$ cat src/rtl/control_sequencer.sv
// control_sequencer
//   Multi-cycle control FSM for a small MIPS datapath. Accepts one 32-bit
//   instruction per inst_valid/inst_ready handshake, latches and decodes it,
//   then steps it through DECODE -> EXEC -> {MEM} -> {WB} -> IDLE.
//   Static datapath controls are held for the whole instruction and cleared
//   in IDLE. Write enables and the pulse outputs are each asserted for one cycle.
//
// Ports
//   clk, rst_n            clock (rising edge), synchronous active-low reset
//   inst_valid/inst/inst_ready  instruction handshake (ready only in IDLE)
//   zero, msb             ALU flags from the datapath (msb reserved)
//   inst_q                latched instruction
//   regwrite, memwrite    one-cycle write enables (WB / MEM)
//   regdst extop alusrc mem2reg aluctrl shiftctrl   static decode controls
//   branch_taken, illegal, done   one-cycle status pulses
//   retired               retired-instruction count (PERF_COUNT_EN only)
//
// Configuration
//   PERF_COUNT_EN  adds the CNT_W-bit retired counter and its output port.

module control_sequencer #(
    parameter int unsigned CNT_W = 32
) (
    input  logic        clk,
    input  logic        rst_n,
    input  logic        inst_valid,
    input  logic [31:0] inst,
    output logic        inst_ready,
    input  logic        zero,
    input  logic        msb,
    output logic [31:0] inst_q,
    output logic        regwrite,
    output logic        regdst,
    output logic        extop,
    output logic        alusrc,
    output logic        memwrite,
    output logic        mem2reg,
    output logic [3:0]  aluctrl,
    output logic        shiftctrl,
    output logic        branch_taken,
    output logic        illegal,
    output logic        done
`ifdef PERF_COUNT_EN
    ,
    output logic [CNT_W-1:0] retired
`endif
);

    typedef enum logic [2:0] {
        S_IDLE,
        S_DECODE,
        S_EXEC,
        S_MEM,
        S_WB
    } state_t;

    typedef enum logic [2:0] {
        K_ILL,
        K_RTYPE,
        K_ADDI,
        K_LW,
        K_SW,
        K_BEQ
    } kind_t;

    state_t      state_q, state_d;
    kind_t       kind_q, kind_d;
    kind_t       dec_kind;
    logic [31:0] inst_reg_q, inst_reg_d;
    // {regdst, extop, alusrc, mem2reg, aluctrl[3:0], shiftctrl}
    logic [8:0]  ctrl_q, ctrl_d;
    logic [8:0]  dec_ctrl;

    // msb is reserved for future bltz/bgez support.
    logic unused_msb;
    assign unused_msb = msb;

    // Decode straight from the incoming word so the controls are already
    // registered when the FSM enters DECODE.
    always_comb begin
        dec_kind = K_ILL;
        dec_ctrl = '0;
        unique case (inst[31:26])
            6'b000000: begin
                unique case (inst[5:0])
                    6'b100000: begin dec_kind = K_RTYPE; dec_ctrl = 9'b1_0_0_0_0010_0; end
                    6'b100010: begin dec_kind = K_RTYPE; dec_ctrl = 9'b1_0_0_0_0110_0; end
                    6'b100100: begin dec_kind = K_RTYPE; dec_ctrl = 9'b1_0_0_0_0000_0; end
                    6'b100101: begin dec_kind = K_RTYPE; dec_ctrl = 9'b1_0_0_0_0001_0; end
                    6'b101010: begin dec_kind = K_RTYPE; dec_ctrl = 9'b1_0_0_0_0111_0; end
                    6'b000000: begin dec_kind = K_RTYPE; dec_ctrl = 9'b1_0_0_0_1000_1; end
                    default:   begin dec_kind = K_ILL;   dec_ctrl = '0;              end
                endcase
            end
            6'b001000: begin dec_kind = K_ADDI; dec_ctrl = 9'b0_1_1_0_0010_0; end
            6'b100011: begin dec_kind = K_LW;   dec_ctrl = 9'b0_1_1_1_0010_0; end
            6'b101011: begin dec_kind = K_SW;   dec_ctrl = 9'b0_1_1_0_0010_0; end
            6'b000100: begin dec_kind = K_BEQ;  dec_ctrl = 9'b0_1_0_0_0110_0; end
            default:   begin dec_kind = K_ILL;  dec_ctrl = '0;              end
        endcase
    end

    always_comb begin
        state_d      = state_q;
        kind_d       = kind_q;
        inst_reg_d   = inst_reg_q;
        ctrl_d       = ctrl_q;
        inst_ready   = 1'b0;
        regwrite     = 1'b0;
        memwrite     = 1'b0;
        branch_taken = 1'b0;
        illegal      = 1'b0;
        done         = 1'b0;
        unique case (state_q)
            S_IDLE: begin
                inst_ready = 1'b1;
                if (inst_valid) begin
                    inst_reg_d = inst;
                    kind_d     = dec_kind;
                    ctrl_d     = dec_ctrl;
                    state_d    = S_DECODE;
                end
            end
            S_DECODE: begin
                if (kind_q == K_ILL) begin
                    illegal = 1'b1;
                    done    = 1'b1;
                    state_d = S_IDLE;
                end else begin
                    state_d = S_EXEC;
                end
            end
            S_EXEC: begin
                unique case (kind_q)
                    K_LW, K_SW: state_d = S_MEM;
                    K_BEQ: begin
                        branch_taken = zero;
                        done         = 1'b1;
                        state_d      = S_IDLE;
                    end
                    default: state_d = S_WB;
                endcase
            end
            S_MEM: begin
                if (kind_q == K_SW) begin
                    memwrite = 1'b1;
                    done     = 1'b1;
                    state_d  = S_IDLE;
                end else begin
                    state_d = S_WB;
                end
            end
            S_WB: begin
                regwrite = 1'b1;
                done     = 1'b1;
                state_d  = S_IDLE;
            end
            default: state_d = S_IDLE;
        endcase
        // Static controls fall back to zero whenever the instruction retires.
        if (state_q != S_IDLE && state_d == S_IDLE) begin
            ctrl_d = '0;
        end
    end

    always_ff @(posedge clk) begin
        if (!rst_n) begin
            state_q    <= S_IDLE;
            kind_q     <= K_ILL;
            inst_reg_q <= '0;
            ctrl_q     <= '0;
        end else begin
            state_q    <= state_d;
            kind_q     <= kind_d;
            inst_reg_q <= inst_reg_d;
            ctrl_q     <= ctrl_d;
        end
    end

    assign inst_q = inst_reg_q;
    assign {regdst, extop, alusrc, mem2reg, aluctrl, shiftctrl} = ctrl_q;

`ifdef PERF_COUNT_EN
    logic [CNT_W-1:0] retired_q, retired_d;

    always_comb begin
        retired_d = retired_q;
        if (done && !illegal) begin
            retired_d = retired_q + CNT_W'(1);
        end
    end

    always_ff @(posedge clk) begin
        if (!rst_n) begin
            retired_q <= '0;
        end else begin
            retired_q <= retired_d;
        end
    end

    assign retired = retired_q;
`else
    localparam int unsigned cnt_w_unused = CNT_W;
`endif

endmodule

$ cat config.mk
export PLATFORM = sky130hd
export DESIGN_NAME = control_sequencer
export DESIGN_NICKNAME = d
export VERILOG_FILES = /design/src/rtl/control_sequencer.sv
export SDC_FILE = /design/constraint.sdc
export NUM_CORES = 1
export LEC_CHECK = 0
export CAP_MARGIN = 0
export CELL_PAD_IN_SITES_DETAIL_PLACEMENT = 1
export CELL_PAD_IN_SITES_GLOBAL_PLACEMENT = 1
export CORE_UTILIZATION = 33
export CTS_BUF_LIST = sky130_fd_sc_hd__clkbuf_4 sky130_fd_sc_hd__clkbuf_8
export CTS_CLUSTER_DIAMETER = 40
export DETAILED_ROUTE_END_ITERATION = 12
export PLACE_DENSITY_LB_ADDON = 0.1
export REMOVE_ABC_BUFFERS = 1
export SYNTH_ARGS = -nofsm -noshare
export SYNTH_HDL_FRONTEND = slang
export SYNTH_SLANG_ARGS = --single-unit
$ cat constraint.sdc
create_clock -name clk -period 4.05 [get_ports clk]
set_clock_uncertainty 0.1 [all_clocks]
set_input_delay 0.405 -clock clk [delete_from_list [all_inputs] [get_ports clk]]
set_output_delay 0.405 -clock clk [all_outputs]
set_load 0.05 [all_outputs]
[Word level (Yosys, flattened, before mapping)]
Index checks and enable logic that the tools add are counted.
Word-level totals
  bits in registers: 47
  bits in latches: 0
  bits in writable memories: 0
  bits in read-only memories: 0
  input port bits: 37
  output and inout port bits: 47
  word-level logic and storage cells: 52
  memories: 0
Cells by class
  add/subtract/negate cells: 0
  $mul: 0
  divide/modulo/power cells: 0
  $lt $le $gt $ge: 0
  eq/ne operators: 16
  shift operators: 0
  mux-type cells: 19
  bitwise logic cells: 1
  reduce and logical (&&, ||, !) cells: 12
Operator list (number)
  9-bit one-hot mux with 6 select lines: 1
  6-bit == test, second input constant: 7
  9-bit one-hot mux with 4 select lines: 1
  3-bit one-hot mux with 5 select lines: 1
  6-bit zero test: 2
  3-bit one-hot mux with 4 select lines: 1
  1-bit two-way mux: 10
  3-bit by 2-bit == test with 1-bit output, second input constant: 3
  3-bit == test, second input constant: 3
  3-bit zero test: 3
  6-bit by 3-bit == test with 1-bit output, second input constant: 1
  6-bit by 4-bit == test with 1-bit output, second input constant: 1
  3-bit two-way mux: 2
  3-bit one-hot mux with 2 select lines: 1
  2-bit OR reduction: 3
  6-bit OR reduction: 1
  1-bit one-hot mux with 4 select lines: 1
  3-bit by 1-bit == test with 1-bit output, second input constant: 1
  3-bit nonzero test: 1
  2-bit two-way mux: 1
  2-bit AND reduction: 1
  1-bit logical AND: 1
  1-bit inverter: 1

[Longest topological paths before layout]
  depth after elaboration: 7
  gate-level depth with buffers: 7
  mapped depth without buffers: 4

[Worst setup path before layout]
OpenSTA, ideal clock, no wires.
  path type: register to output
  start point: reg kind_q[2]
  end point: out illegal
  arrival time: 2.160 ns
  data required time: 3.545 ns
  path slack: 1.385 ns
  stages on the path, launching flop included: 4
  path buffers: 1
  cell sequence: dfxtp_1 > buf_2 > or4b_2 > nor3_1
Between the ends
  cells in the longest elaborated chain, start to end: 3
Ends and longest elaborated chain
  from (decl): RTL line 67  | kind_t kind_q, kind_d;
  from (signal assigned): RTL line 174  | kind_q <= kind_d;
  3-bit zero test: RTL line 125  | if (kind_q == K_ILL) begin
  1-bit two-way mux: RTL line 125
  1-bit two-way mux: RTL line 114  | unique case (state_q)
  to (decl): RTL line 41  | output logic illegal,
No other way between the ends.

[Worst setup path after layout]
  start point: reg state_q[0]
  end point: out done
Between the ends
  cells in the longest elaborated chain, start to end: 2
  elaborated cells between the ends (all ways): 5
  those cells by class: eq/ne (4); mux (1)
Ends and longest elaborated chain
  from (decl): RTL line 66  | state_t state_q, state_d;
  from (signal assigned): RTL line 173  | state_q <= state_d;
  3-bit == test (tied with other cells): RTL line 114
  1-bit one-hot mux with 4 select lines *: RTL line 114
  to (decl): RTL line 42  | output logic done
Every way passes the cells marked *; elsewhere a longest branch is shown, timed or not.

==> metrics.md <==
| Metric | Value |
|---|---|
| Status | finished clean |
| Post-route ant nets | 0 |
| Post-route setup TNS | 0 ns |
| Gr ovfl total | 0 |
| # DRC | 0 |
| Layout cell share with drive strength beyond 1 | between 5 and 6% |
| CTS root buffer | clkbuf_8 |
| Synth Instances | 262 |
| Vias | 2,072 |
| RSZ-0062 raised after global routing | false |
| Slew Limit Fails | 0 |
| Worst-skew pair later-pin latency | approximately 0.29 ns |
| Multi-input gate area | roughly 980 um^2 |
| Register Area | 921 um^2 |
| Final WL | ~5.7 mm |
| Global-route wire length before repair | 9.29 mm |
| Max Root-Sink Buffers | 2 |
| Fmax achieved | 0.331 GHz |
| Cell Count, Final, Fillers Out | 408 |
| Core Util, Final | 49.5% |
| Leakage Power | 1.02 nW |
| Synth top area share | 45.7% |
| Layout Nets | between 300 and 400 |
| CTS tree | yes |
| 1st-iter DRT viols | 53 |
| Startpoint types | flip-flop |
| Switching Share | 31.3% |
| Drt wl/cell | 14.1 um |
| CTS buffer count | 5 |
| Most area-consuming cells after synthesis | dfxtp_1, nand2_1, a21oi_1 |
| Fillcell total | 728 |
| Placeable Area | 0.00592 mm^2 |
| Largest net degree at the start of global routing | 49 |
| Overall Global Routing Usage | a little under a fifth |
| Post-CTS Setup Bufs | 0 |
| Final setup fails | 0 |
| Crit-path max FO | 10 |
| Placed Cells | 400 |
| Reg2Reg Depth | 4 |
| Seq cells post-synth | 46 |
| Die area | 0.00643 mm^2 |
| I/O pins | between 80 and 90 |
| P per Cell Area | 342 mW/mm^2 |
| Crit Path Category | flip-flop to primary output |
| Worst Setup End Kind | primary output |
| Vias in the first global route | 2,062 |
| # Max-Cap Violations | 0 |
| CP Data Arrival Time | approximately 2.5 ns |
| Initial Utilization | 34.1% |
| I/O Buffers | 82 |
| Die width | 80.2 um |
| Syn avg cell area | roughly 7.7 um^2 |
| Slew headroom | 56.2% |
| Vias/cell | 5.08 |
| Fin crit share | 74.6% |
| CTS hold repair buffers | 0 |
| Sequential power share | 48.3% |
| Clk pwr share | 28.8% |
| N_diodes | 0 |
| Gpl congestion | about 0.8 |
| Post-Syn Area | ~0.0020 mm^2 |
| Post-Place Worst Slack | 1.34 ns |
| Post-CTS sizing | 0 |
| Sw Pwr | 0.314 mW |
| Top cell type by total area after synthesis | dfxtp_1 |
| Combinational fraction of design power | 22.9% |
| Pint | 0.688 mW |
| Netlist cell types | 41 |
| Setup WS post-layout | 1.03 ns |
| Critical path required time | about 3.5 ns |
| Register area share after synthesis | 45.7% |
| Initial antenna violation count | 0 |
| Clk sink count | 46 |
| Fin. Hold Viols | 0 |
| H-tree levels | 2 |
| Detailed Place HPWL | 3.96 mm |
| Area delta synth->final | 45.2% |
| Placement Rows | 28 |
| Worst slew pin tran | roughly 0.66 ns |
| Clock transition at the registers of the reported paths | 0.08 ns |
| DR pass1 iterations | 4 |
| Hold crit path type | flip-flop to flip-flop |
| Synthesis Warnings | 0 |
| Worst ir drop on vdd | ~150 uV |
| Final min period | approximately 3.0 ns |
| Die height | approximately 80 um |
| Min-Delay Path Depth | 2 |
layout make-up:
| class | instances | share of cell area [%] |
|---|---|---|
| Timing Repair Buffer | 83 | 28.3 |
| Tap cell | 75 | 3.21 |
| Multi-Input combinational cell | 192 | 33.5 |
| Sequential cell | 46 | 31.5 |
| Clock inverter | 2 | 0.470 |
| Clock buffer | 6 | 2.61 |
| Inverter | 4 | 0.513 |
worst paths after layout:
check	startpoint	endpoint	slack, ns
hold / removal	inst_q[2]$_SDFFE_PN0P_	inst_q[2]$_SDFFE_PN0P_	0.36
hold reg to reg	inst_q[2]$_SDFFE_PN0P_	inst_q[2]$_SDFFE_PN0P_	0.36
setup reg to reg	state_q[1]$_SDFF_PN0_	kind_q[0]$_SDFFE_PN0P_	2.00
setup / recovery	state_q[0]$_SDFF_PN0_	done	1.03
worst max-delay path, stage by stage, from the launching register on:
cell and delay, ns:
dfxtp_1 0.52, or4b_2 0.63, o21ai_0 0.13, a21o_1 0.15
clkdlybuf4s50_1 0.79
cell families (layout without fill, tap and decap cells):
| group | after synthesis | count (layout) | synth area share [%] |
|---|---|---|---|
| flops | 46 | 46 | 45.7 |
| simple gates | 123 | 123 | 28.2 |
| compound gates | 67 | 67 | 19.5 |
| buf+inv | 24 | 95 | 5.77 |
| xor+xnor | 2 | 2 | 0.869 |
cells in the mapped netlist (all sizes together):
cell type	number
buf	9
a41oi	1
inv	4
a311oi	2
o41ai	1
nor2b	1
dfxtp	46
o211ai	2
a32o	1
a31oi	2
o22ai	1
nand2b	2
or3	1
nand4	2
nor2	14
a22oi	4
nand3	3
nor4b	1
or2	1
clkbuf	11
and2	2
a211o	1
a21oi	40
o311ai	1
o21ai	7
nand4b	1
xnor2	2
a21o	1
a21boi	1
a211oi	1
o2111ai	1
nor3	9
nand2	79
nor3b	4
and3	1
or4b	2
power by group through the flow:
stage | Combinational (mW) | Sequential [mW] | Clock, mW
finish | 0.229 | 0.484 | 0.289
global route | 0.245 | 0.487 | 0.321
CTS | 0.232 | 0.484 | 0.301
detailed placement | 0.231 | 0.495 | 0
global placement | 0.229 | 0.493 | 0
floorplan | 0.0615 | 0.561 | 0
through the flow:
stage               hold slack (ns)  power, mW  instance area (um^2)
floorplan                     0.405      0.622                  1920
global placement              0.342      0.722                  2840
detailed placement            0.350      0.726                  2840
CTS                           0.363       1.02                  2930
global route                  0.382       1.05                  2930
finish                        0.356       1.00                  2930
registers in the layout, summed over array words and instances (netlist names):
name     count
ctrl_q       8
kind_q       3
state_q      3
inst_q      32
cells in the final DEF (no fill, tap or decap), types with 2 or more instances in the layout:
master and count:
dfxtp_1 46, nand4_1 2, a311oi_1 2, nor3_1 9
a22oi_1 4, and2_1 2, o211ai_1 2, a21oi_1 40
a31oi_1 2, nand2b_1 2, nor3b_1 3, inv_1 3
nand3_1 3, nand2_1 79, xnor2_1 2, clkdlybuf4s50_1 82
nor2_1 14, o21ai_0 7, clkbuf_8 5
metal layers:
metal / GRT usage (%) / vias up / share of wire, %
met5: 0 / - / 0
met4: 5.00 / 0 / 0.78
met3: 5.34 / 5 / 5.2
met2: 33.7 / 48 / 50
met1: 20.8 / 984 / 44
li1: - / 1035 / -
(Power assumes the default switching activity.)
